$ cat config.mk
export PLATFORM = sky130hd
export DESIGN_NAME = router_port_arbiter
export DESIGN_NICKNAME = d
export VERILOG_FILES = /design/src/rtl/router_port_arbiter.sv
export SDC_FILE = /design/constraint.sdc
export NUM_CORES = 1
export LEC_CHECK = 0
export BUFFER_PORTS_ARGS = -buffer_cell sky130_fd_sc_hd__buf_2
export CAP_MARGIN = 20
export CORE_AREA = 2 2 126 128
export CTS_CLUSTER_DIAMETER = 100
export DETAILED_ROUTE_END_ITERATION = 10
export DIE_AREA = 0 0 128 130
export PLACE_DENSITY = 0.76
export SETUP_SLACK_MARGIN = 0.5
export SYNTH_ARGS = -nofsm -noshare
export SYNTH_HDL_FRONTEND = slang
export SYNTH_SLANG_ARGS = --single-unit
$ cat constraint.sdc
create_clock -name clk -period 5.1 [get_ports clk]
set_input_delay 0 -clock clk [delete_from_list [all_inputs] [get_ports clk]]
set_output_delay 0 -clock clk [all_outputs]
set_load 0.02 [all_outputs]
$ cat src/rtl/router_port_arbiter.sv
// Credit-based wormhole output arbiter: each output grants one input per cycle,
// holds the grant for a whole packet, and blocks when its downstream buffer is full.
module router_port_arbiter #(
    parameter int NIN     = 4,
    parameter int NOUT    = 4,
    parameter int W       = 8,
    parameter int CREDITS = 4,
    localparam int DW     = (NOUT > 1) ? $clog2(NOUT) : 1,
    localparam int CW     = $clog2(CREDITS + 1)
) (
    input  logic               clk,
    input  logic               rst,
    input  logic [NIN-1:0]     in_valid,
    input  logic [NIN*DW-1:0]  in_dest,
    input  logic [NIN-1:0]     in_tail,
    input  logic [NIN*W-1:0]   in_data,
    output logic [NIN-1:0]     in_ready,
    output logic [NOUT-1:0]    out_valid,
    output logic [NOUT*W-1:0]  out_data,
    output logic [NOUT-1:0]    out_tail,
    input  logic [NOUT-1:0]    credit_ret,
    output logic [NOUT-1:0]    credit_err
);
    localparam int IW = (NIN > 1) ? $clog2(NIN) : 1;

    logic [NIN-1:0]    w_req   [NOUT];
    logic [NIN-1:0]    w_grant [NOUT];
    logic [IW-1:0]     w_sel   [NOUT];
    logic [NOUT-1:0]   w_xfer;
    logic [NIN-1:0]    w_ready;
    logic [IW-1:0]     w_idx;
    logic              w_found;

    logic [NOUT-1:0]   r_locked;
    logic [IW-1:0]     r_owner [NOUT];
    logic [IW-1:0]     r_ptr   [NOUT];
    logic [CW-1:0]     r_cnt   [NOUT];
    logic [NOUT-1:0]   r_out_valid;
    logic [NOUT*W-1:0] r_out_data;
    logic [NOUT-1:0]   r_out_tail;
    logic [NOUT-1:0]   r_err;

    // Out-of-range destinations never equal any real output index, so they are never granted.
    for (genvar go = 0; go < NOUT; go++) begin : g_out
        for (genvar gi = 0; gi < NIN; gi++) begin : g_in
            assign w_req[go][gi] = in_valid[gi] && (in_dest[gi*DW +: DW] == DW'(go));
        end
    end

    always_comb begin
        w_idx   = '0;
        w_found = 1'b0;
        for (int o = 0; o < NOUT; o++) begin
            w_grant[o] = '0;
            w_sel[o]   = '0;
            w_found    = 1'b0;
            if (r_cnt[o] != '0) begin
                if (r_locked[o]) begin
                    if (w_req[o][r_owner[o]]) begin
                        w_grant[o][r_owner[o]] = 1'b1;
                        w_sel[o]               = r_owner[o];
                    end
                end else begin
                    for (int k = 0; k < NIN; k++) begin
                        w_idx = IW'((int'(r_ptr[o]) + k) % NIN);
                        if (!w_found && w_req[o][w_idx]) begin
                            w_found           = 1'b1;
                            w_grant[o][w_idx] = 1'b1;
                            w_sel[o]          = w_idx;
                        end
                    end
                end
            end
        end
    end

    always_comb begin
        w_ready = '0;
        w_xfer  = '0;
        for (int o = 0; o < NOUT; o++) begin
            w_xfer[o] = |w_grant[o];
            if (!rst) begin
                w_ready = w_ready | w_grant[o];
            end
        end
    end

    assign in_ready = w_ready;

    always_ff @(posedge clk) begin
        if (rst) begin
            r_locked    <= '0;
            r_out_valid <= '0;
            r_out_data  <= '0;
            r_out_tail  <= '0;
            r_err       <= '0;
            for (int o = 0; o < NOUT; o++) begin
                r_owner[o] <= '0;
                r_ptr[o]   <= '0;
                r_cnt[o]   <= CW'(CREDITS);
            end
        end else begin
            for (int o = 0; o < NOUT; o++) begin
                r_out_valid[o] <= w_xfer[o];
                if (w_xfer[o]) begin
                    r_out_data[o*W +: W] <= in_data[int'(w_sel[o])*W +: W];
                    r_out_tail[o]        <= in_tail[w_sel[o]];
                    if (in_tail[w_sel[o]]) begin
                        r_locked[o] <= 1'b0;
                        r_ptr[o]    <= IW'((int'(w_sel[o]) + 1) % NIN);
                    end else begin
                        r_locked[o] <= 1'b1;
                        r_owner[o]  <= w_sel[o];
                    end
                end
                // A simultaneous send and credit return cancel out.
                if (w_xfer[o] && !credit_ret[o]) begin
                    r_cnt[o] <= r_cnt[o] - CW'(1);
                end else if (!w_xfer[o] && credit_ret[o]) begin
                    if (r_cnt[o] == CW'(CREDITS)) begin
                        r_err[o] <= 1'b1;
                    end else begin
                        r_cnt[o] <= r_cnt[o] + CW'(1);
                    end
                end
            end
        end
    end

    assign out_valid  = r_out_valid;
    assign out_data   = r_out_data;
    assign out_tail   = r_out_tail;
    assign credit_err = r_err;

endmodule

After elaboration in Yosys (flattened, before gate mapping):

Memories as Yosys holds them, arrays and structs flattened.
Index checks and enable logic that the tools add are counted.

* bits in latches: 0
* output and inout bits: 48
* RAM bits: 28
* memory bits (read-only): 0
* register bits: 48
* memories: 3
* word-level logic and storage cells: 525
* input bits: 54

Memories
* r_cnt: depth 4, bits a word 3, read ports 4, clocked after Yosys merged registers in 0, write ports 4, line 37 `logic [CW-1:0] r_cnt [NOUT];`
* r_owner: depth 4, bits a word 2, read ports 4, clocked after Yosys merged registers in 0, write ports 4, line 35 `logic [IW-1:0] r_owner [NOUT];`
* r_ptr: depth 4, bits a word 2, read ports 4, clocked after Yosys merged registers in 0, write ports 4, line 36 `logic [IW-1:0] r_ptr [NOUT];`

* div/mod/pow operators: 0
* add/sub/neg operators: 24
* shifts and indexed selects: 4
* multiply operators: 0
* reductions and logical operators: 92
* order comparisons: 44
* bitwise logic cells: 35
* mux-type cells: 290
* eq/ne operators: 16

Operators by type and width (count)
* 4-bit two-way mux: 56
* 1-bit two-way mux: 146
* 32-bit by 6-bit indexed part select with 8-bit output: 4
* 2-bit by 3-bit < comparator with 1-bit output (second input constant): 24
* 2-bit two-way mux: 36
* 4-bit bitwise OR: 15
* 1-bit logical AND: 56
* 1-bit binary-select mux with 2-bit select: 24
* 1-bit demux with 2-bit select: 20
* 2-bit by 1-bit greater-or-equal comparator with 1-bit output (second input constant): 20
* 3-bit two-way mux: 8
* 1-bit logical NOT: 20
* 2-bit by 1-bit adder with 2-bit output (second input constant): 8
* 2-bit adder (second input constant): 8
* 2-bit equality test (second input constant): 8
* 1-bit bitwise OR: 16
* 4-bit OR reduction: 4
* 3-bit by 1-bit adder with 3-bit output (second input constant): 4
* 3-bit equality test (second input constant): 4
* 3-bit AND reduction: 4
* 3-bit nonzero test: 4
* 3-bit by 1-bit subtractor with 3-bit output (second input constant): 4
* 2-bit by 1-bit equality test with 1-bit output (second input constant): 4
* 2-bit logical NOT: 4
* 1-bit inverter: 4

Longest topological paths before layout:

Gate-level depths: netlist of the first run.

* depth after elaboration: 30
* depth in mapped cells: 15
* depth with buffers taken out: 13

Worst setup path after synthesis of the first run:

OpenSTA, ideal clock, no wires.

* kind: reg-to-reg
* from: memory r_ptr[2][0] in the netlist's numbering
* to: memory r_cnt[2][2] in the netlist's numbering (data pin)
* data arrival time: 4.108 ns
* data required time: 4.827 ns
* setup slack: 0.719 ns
* setup time: 0.273 ns
* path buffers: 3
* clock period less this slack: 4.381 ns
* cell stages (with the launch flop): 16
* path through: edfxtp_1 > buf_2 > inv_1 > ha_1 > clkbuf_1 > mux4_2 > o21a_1 > and3_1 > o31a_1 > nor4b_4 > buf_2 > nand4_1 > fa_1 > xnor2_1 > and4_1 > o21ai_0

RTL lines (line)
* start, declared: 36
* end, declared: 37

==> flow_metrics.tcl, run 1 <==
set metrics [dict create \
    outcome "finished with violations" \
    violations "hold timing" \
    initial_utilization_pct 47.32 \
    grt_overflow_total 0 \
    io_pins 102 \
    cts_root_buf "clkbuf_16" \
    ys_seq_area_share_pct 24.68 \
    synthCells 816 \
    cp-end-kind "flop" \
    synthMuxAreaShare_pct 16.22 \
    drc 0 \
    gp_congestion 0.9766 \
    worstSetupPathType "reg2reg" \
    worstPathRequired_ns 5.19 \
    path_cells "inv_1 -> ha_1 -> mux4_2 -> nor3b_1 -> and3_1 -> o41ai_2 -> o2111a_1 -> nor2_1 -> and4_1" \
    wl_met1_mm 9.285 \
    cp_max_fo 13 \
    antenna_found_initial 0 \
    maxCapViolCount 0 \
    path_buf_inv 1 \
    wl_met3_mm 1.906 \
    yosysWarnings 0 \
    grt_usage_pct 26.04 \
    holdPathEnd "credit_err[0]$_SDFFE_PP0P_" \
    synthAdderAreaFrac_pct 6.822 \
    critPathTopFamily "compound AO/OA/AOI/OAI gates" \
    drt-total-wl_mm 21.94 \
    hold_path.class "in2reg" \
    ant_nets 0 \
    cts_buffers 9 \
    rrSetupSlack_ns 0.85 \
    rows 46 \
    grt_pass1_wl_mm 34.72 \
    power_density_nw_per_um2 655.0 \
    r2r-end "r_ptr[3][1]$_SDFFCE_PN0P_" \
    report.final.slew_viol_count 0 \
    synth_cell_types 95 \
    fin_crit_ns 4.252 \
    arrival_ns 4.35 \
    cts_tree "done" \
    async_flop_share_pct 0 \
    synthSimpleGateAreaFrac_pct 24.82 \
    fp.coreArea_um2 15420 \
    ir_drop_uv 340.7 \
    startpoint_type "flop" \
    top_layer "met4" \
    reg2reg_from "r_ptr[3][1]$_SDFFCE_PN0P_" \
    hp-start "credit_ret[0]" \
    tns_ns 0 \
    synth_edf_count 28 \
    yosys_register_bits 76 \
    diodes 0 \
    wire_per_inst_um 20.10 \
    num_vias 7192 \
    die_w_um 128 \
    leakage_uw 0.003301 \
    synthFlopType "dfxtp_1" \
    drt-initial-drc-count 606 \
    reg2regPathDepth 9 \
    die_area_um2 16640 \
    crit_slowest_cell "mux4_2" \
    wl_met2_mm 10.12 \
    hold_violations 1 \
    grt_setup_unrepaired "false" \
    grt_pass1_vias 6735 \
    synth_top_family_by_area "simple AND/OR/NAND/NOR gates" \
    avgSynthCellArea_um2 8.945 \
    timing.fmax_ghz 0.2352 \
    vias_per_cell 6.586 \
    setup_viol 0 \
    fin_hold_ws_ns -0.003134 \
    hpwl_mm 16.15 \
    nets 987 \
    min_path_cells 3 \
    synth_xor_area_share_pct 0.4799 \
    fin_crit_sh_pct 83.37 \
    max_stage_delay_ns 0.61 \
    io_buffer_count 101 \
    cts_buffer_depth 2 \
    drive_gt1_share_pct 23.44 \
    syn-num-nets 908 \
    syn_area_um2 7300 \
    grt_max_degree 43 \
    nFillCells 1436 \
    area_growth_syn_to_layout_pct 13.94 \
    skew_ns 0.007532 \
    synth-compound-area-share_pct 21.96 \
    path_clk_slew_ns 0.06 \
    cts_sinks 76 \
    dr.pass1.iters 5 \
    clkLatencyLatePin_ns 0.34 \
    htree_levels 3 \
    worst_pin_slew_ns 0.8519 \
    dpl_worst_slack_ns 0.7286 \
    crit_path_start "r_ptr[3][1]$_SDFFCE_PN0P_" \
    fin_ws_ns 0.8482 \
    die_h_um 130 \
    max-slew-margin-rel_pct 43.08 \
]
repair_timing:
action	4_1_cts	5_1_grt
resized for setup	0	2
setup endpoints to repair	0	4
hold buffers	0	0
setup buffers	0	9
how the worst max path moves through the flow:
stage                                end  slack, ns  depth (start not counted)
4_1_cts        r_cnt[1][2]$_SDFFCE_PN1P_       0.71                         13
5_1_grt        r_ptr[3][1]$_SDFFCE_PN0P_       0.64                          9
3_3_place_gp   r_cnt[0][2]$_SDFFCE_PN1P_       0.80                         12
3_5_place_dp   r_cnt[1][2]$_SDFFCE_PN1P_       0.73                         13
2_1_floorplan  r_cnt[2][2]$_SDFFCE_PN1P_       0.72                         15
6_report       r_ptr[3][1]$_SDFFCE_PN0P_       0.85                          9
cell families after synthesis:
kind of cell,after synthesis
buffers and inverters,82
muxes,83
AOI/OAI and AO/OA,230
adders and majority gates,38
DFF,76
and+or+nand+nor,303
xor gates and xnor gates,4
flip-flops by register name (all words and copies together) (netlist names):
name,cells
r_cnt,12
credit_err,4
r_ptr,8
out_valid,4
r_locked,4
r_owner,8
out_tail,4
out_data,32
synthesized netlist by cell type, drive strengths merged (14+ instances only):
master	instances	area [µm²]
edfxtp	28	840.8
nor3b	14	110.1
a31oi	17	106.4
mux2i	45	470.4
dfxtp	48	960.9
nand2b	16	100.1
inv	24	90.09
nor2	30	112.6
ha	35	437.9
a22o	19	166.4
a21oi	49	249.0
clkbuf	18	67.56
nand3	41	215.2
nand2	55	206.5
nor3	35	185.2
and3	14	87.58
mux4	25	563.0
o21ai	46	230.2
buf	37	197.7
final cells by class:
| cell class | instances | area, µm² | share of cell area [%] |
|---|---|---|---|
| clock inverters | 2 | 17.52 | 0.2106 |
| well taps | 192 | 240.2 | 2.889 |
| flip-flops and latches | 76 | 1802 | 21.66 |
| multi-input cells | 658 | 5154 | 61.97 |
| clock buffers | 14 | 327.8 | 3.942 |
| repair buffers | 123 | 670.6 | 8.064 |
| inverters | 27 | 105.1 | 1.264 |
per-stage QoR:
stage               hold WS, ns  instances  power (µW)  utilization, %  cell area [µm²]
floorplan                0.1572        816        3772               -             7300
global placement         0.3281       1067        4586           51.20             7898
detailed placement       0.3518       1067        4629           51.20             7898
CTS                    0.002714       1083        5358           53.44             8243
global route            0.01145       1092        5797           53.92             8317
finish                -0.003134       1092        5448           53.92             8317
tightest hold or removal path, delay by kind of cell:
kind | cells | cell delay (ns)
AND/OR/NAND/NOR | 1 | 0.08
buffers and inverters | 1 | 0.13
AO/OA/AOI/OAI | 1 | 0.08
layout by cell type, fill, tap and decap left out, types with 28 or more instances in the layout:
cell type | Yosys | final
a21oi_1 | 48 | 48
buf_2 | 32 | 101
dfxtp_1 | 48 | 48
edfxtp_1 | 28 | 28
ha_1 | 35 | 34
mux2i_1 | 42 | 42
nand2_1 | 55 | 55
nand3_1 | 39 | 39
nor2_1 | 30 | 30
nor3_1 | 33 | 33
metal layers:
layer	up-vias	global-route usage (%)
met5	-	0
met1	3476	33.63
met4	0	10.67
met3	47	6.314
met2	340	42.15
li1	3329	-
power by group:
part | switching, µW | internal (µW)
clock | 260 | 447
combinational | 2090 | 1450
sequential | 264 | 936
No activity file was read; power rests on OpenSTA's default activity.
==> run 2: changes to the inputs <==
clock period = 4.2 ns   (was 5.1 ns; I/O delays follow)
==> run 2 against run 1 <==
Sequential power increased by 19%. Register-to-register slack got worse by 0.32 ns. Core utilization increased by 2.0 points. The flow now finishes without violations.
==> flow_metrics.tcl, run 2 (same netlist as run 1, synthesis figures left out) <==
set metrics [dict create \
    outcome "complete, no violations" \
    grt_setup_unrepaired "true" \
    grt_pass1_vias 7037 \
    drive_gt1_share_pct 27.46 \
    io_buffer_count 101 \
    cp-end-kind "flop" \
    wire_per_inst_um 20.27 \
    hold_violations 0 \
    drc 0 \
    num_vias 7398 \
    power_uw 7014 \
    path_buf_inv 2 \
    drt-initial-drc-count 716 \
    grt_usage_pct 27.05 \
    die_area_um2 16640 \
    vias_per_cell 6.623 \
    grt_pass1_wl_mm 36.15 \
    cts_sinks 76 \
    drt-total-wl_mm 22.64 \
    critPathTopFamily "compound AO/OA/AOI/OAI gates" \
    initial_utilization_pct 47.32 \
    timing.fmax_ghz 0.2720 \
    cts_buffer_depth 2 \
    report.final.slew_viol_count 0 \
    ir_drop_uv 416.6 \
    largest_reg_flops 32 \
    cts_root_buf "clkbuf_16" \
    most-common-layout-cells "buf_2, nand2_1, dfxtp_1, a21oi_1, buf_4" \
    hold_path.class "in2reg" \
    fin_hold_ws_ns 0.02793 \
    fp.coreArea_um2 15420 \
    path_clk_slew_ns 0.06 \
    clkLatencyLatePin_ns 0.34 \
    fin_crit_sh_pct 87.53 \
    maxCapViolCount 0 \
    worstSetupPathType "reg2reg" \
    worstPathRequired_ns 4.24 \
    worst_pin_slew_ns 0.5622 \
    cp_max_fo 20 \
    nets 1012 \
    startpoint_type "flop" \
    nFillCells 1407 \
    hpwl_mm 16.45 \
    rows 46 \
    layout.cells.most_common "buf_2" \
    antenna_found_initial 0 \
    placed_cell_area_um2 8064 \
    setup_viol 0 \
    arrival_ns 3.71 \
    die_w_um 128 \
    max-slew-margin-rel_pct 61.99 \
    cts_tree "done" \
    max_stage_delay_ns 0.62 \
    grt_max_degree 43 \
    ant_nets 0 \
    tns_ns 0 \
    path_cells "buf_4 -> buf_4 -> or4b_2 -> a21oi_2 -> o21ai_1 -> a221o_1 -> and2_4 -> mux2i_4 -> mux2_4 -> o21ai_1" \
    gp_congestion 0.9925 \
    crit_slowest_cell "or4b_2" \
    diodes 0 \
    cts_buffers 9 \
    htree_levels 3 \
    area_growth_syn_to_layout_pct 18.15 \
    design_area_um2 8625 \
    skew_ns 0.007332 \
    fin_crit_ns 3.676 \
    dr.pass1.iters 8 \
    leakage_uw 0.003444 \
    die_h_um 130 \
    grt_overflow_total 0 \
    power_density_nw_per_um2 813.3 \
    io_pins 102 \
]
run 2: layer usage:
metal | routed length (µm) | GRT usage [%] | vias up
met1 | 9196 | 34.16 | 3548
met2 | 10640 | 45.55 | 409
li1 | - | - | 3382
met3 | 2141 | 6.642 | 59
met5 | 0 | 0 | -
met4 | 669 | 9.308 | 0
run 2: power by group:
| part | total, µW | switching (µW) | internal, µW |
|---|---|---|---|
| combinational | 4660 | 2680 | 1980 |
| clock | 928 | 331 | 598 |
| sequential | 1430 | 289 | 1140 |
run 2: final timing paths:
path / startpoint / endpoint / slack, ns / cells after the start
max: r_ptr[0][1]$_SDFFCE_PN0P_ / r_ptr[0][1]$_SDFFCE_PN0P_ / 0.52 / 10
min: credit_ret[2] / credit_err[2]$_SDFFE_PP0P_ / 0.03 / 3
max reg2reg: r_ptr[0][1]$_SDFFCE_PN0P_ / r_ptr[0][1]$_SDFFCE_PN0P_ / 0.52 / 10
min reg2reg: out_data[12]$_SDFFE_PP0P_ / out_data[12]$_SDFFE_PP0P_ / 0.45 / 2
run 2: timing repair:
item,4_1_cts,5_1_grt
hold endpoints to repair,1,0
hold buffers,1,0
gates resized for setup,1,15
endpoints found under the setup margin,2,16
gates cloned,0,0
buffers inserted,4,13
pin swaps,0,8
run 2: per-stage QoR:
step           utilization, %  instances  worst slack, ns
2_1_floorplan               -        816          0.08556
3_3_place_gp            52.28       1083           0.4998
3_5_place_dp            52.28       1083           0.4036
4_1_cts                 54.83       1104           0.5054
5_1_grt                 55.91       1117           0.4230
6_report                55.91       1117           0.5236
run 2: tightest hold or removal path: cells and delay by family:
family / cells / cell delay (ns)
buffers and inverters: 1 / 0.14
AOI/OAI and AO/OA: 1 / 0.12
and+or+nand+nor: 1 / 0.07
run 2: final cells by class:
| cell class | instances | area (µm²) | share of cell area, % |
|---|---|---|---|
| timing repair buffer | 148 | 873.3 | 10.13 |
| tap | 192 | 240.2 | 2.785 |
| multi-input combinational | 658 | 5244 | 60.80 |
| clock inverter | 6 | 110.1 | 1.277 |
| clock buffer | 10 | 239.0 | 2.771 |
| inverter | 27 | 116.4 | 1.349 |
| sequential | 76 | 1802 | 20.89 |
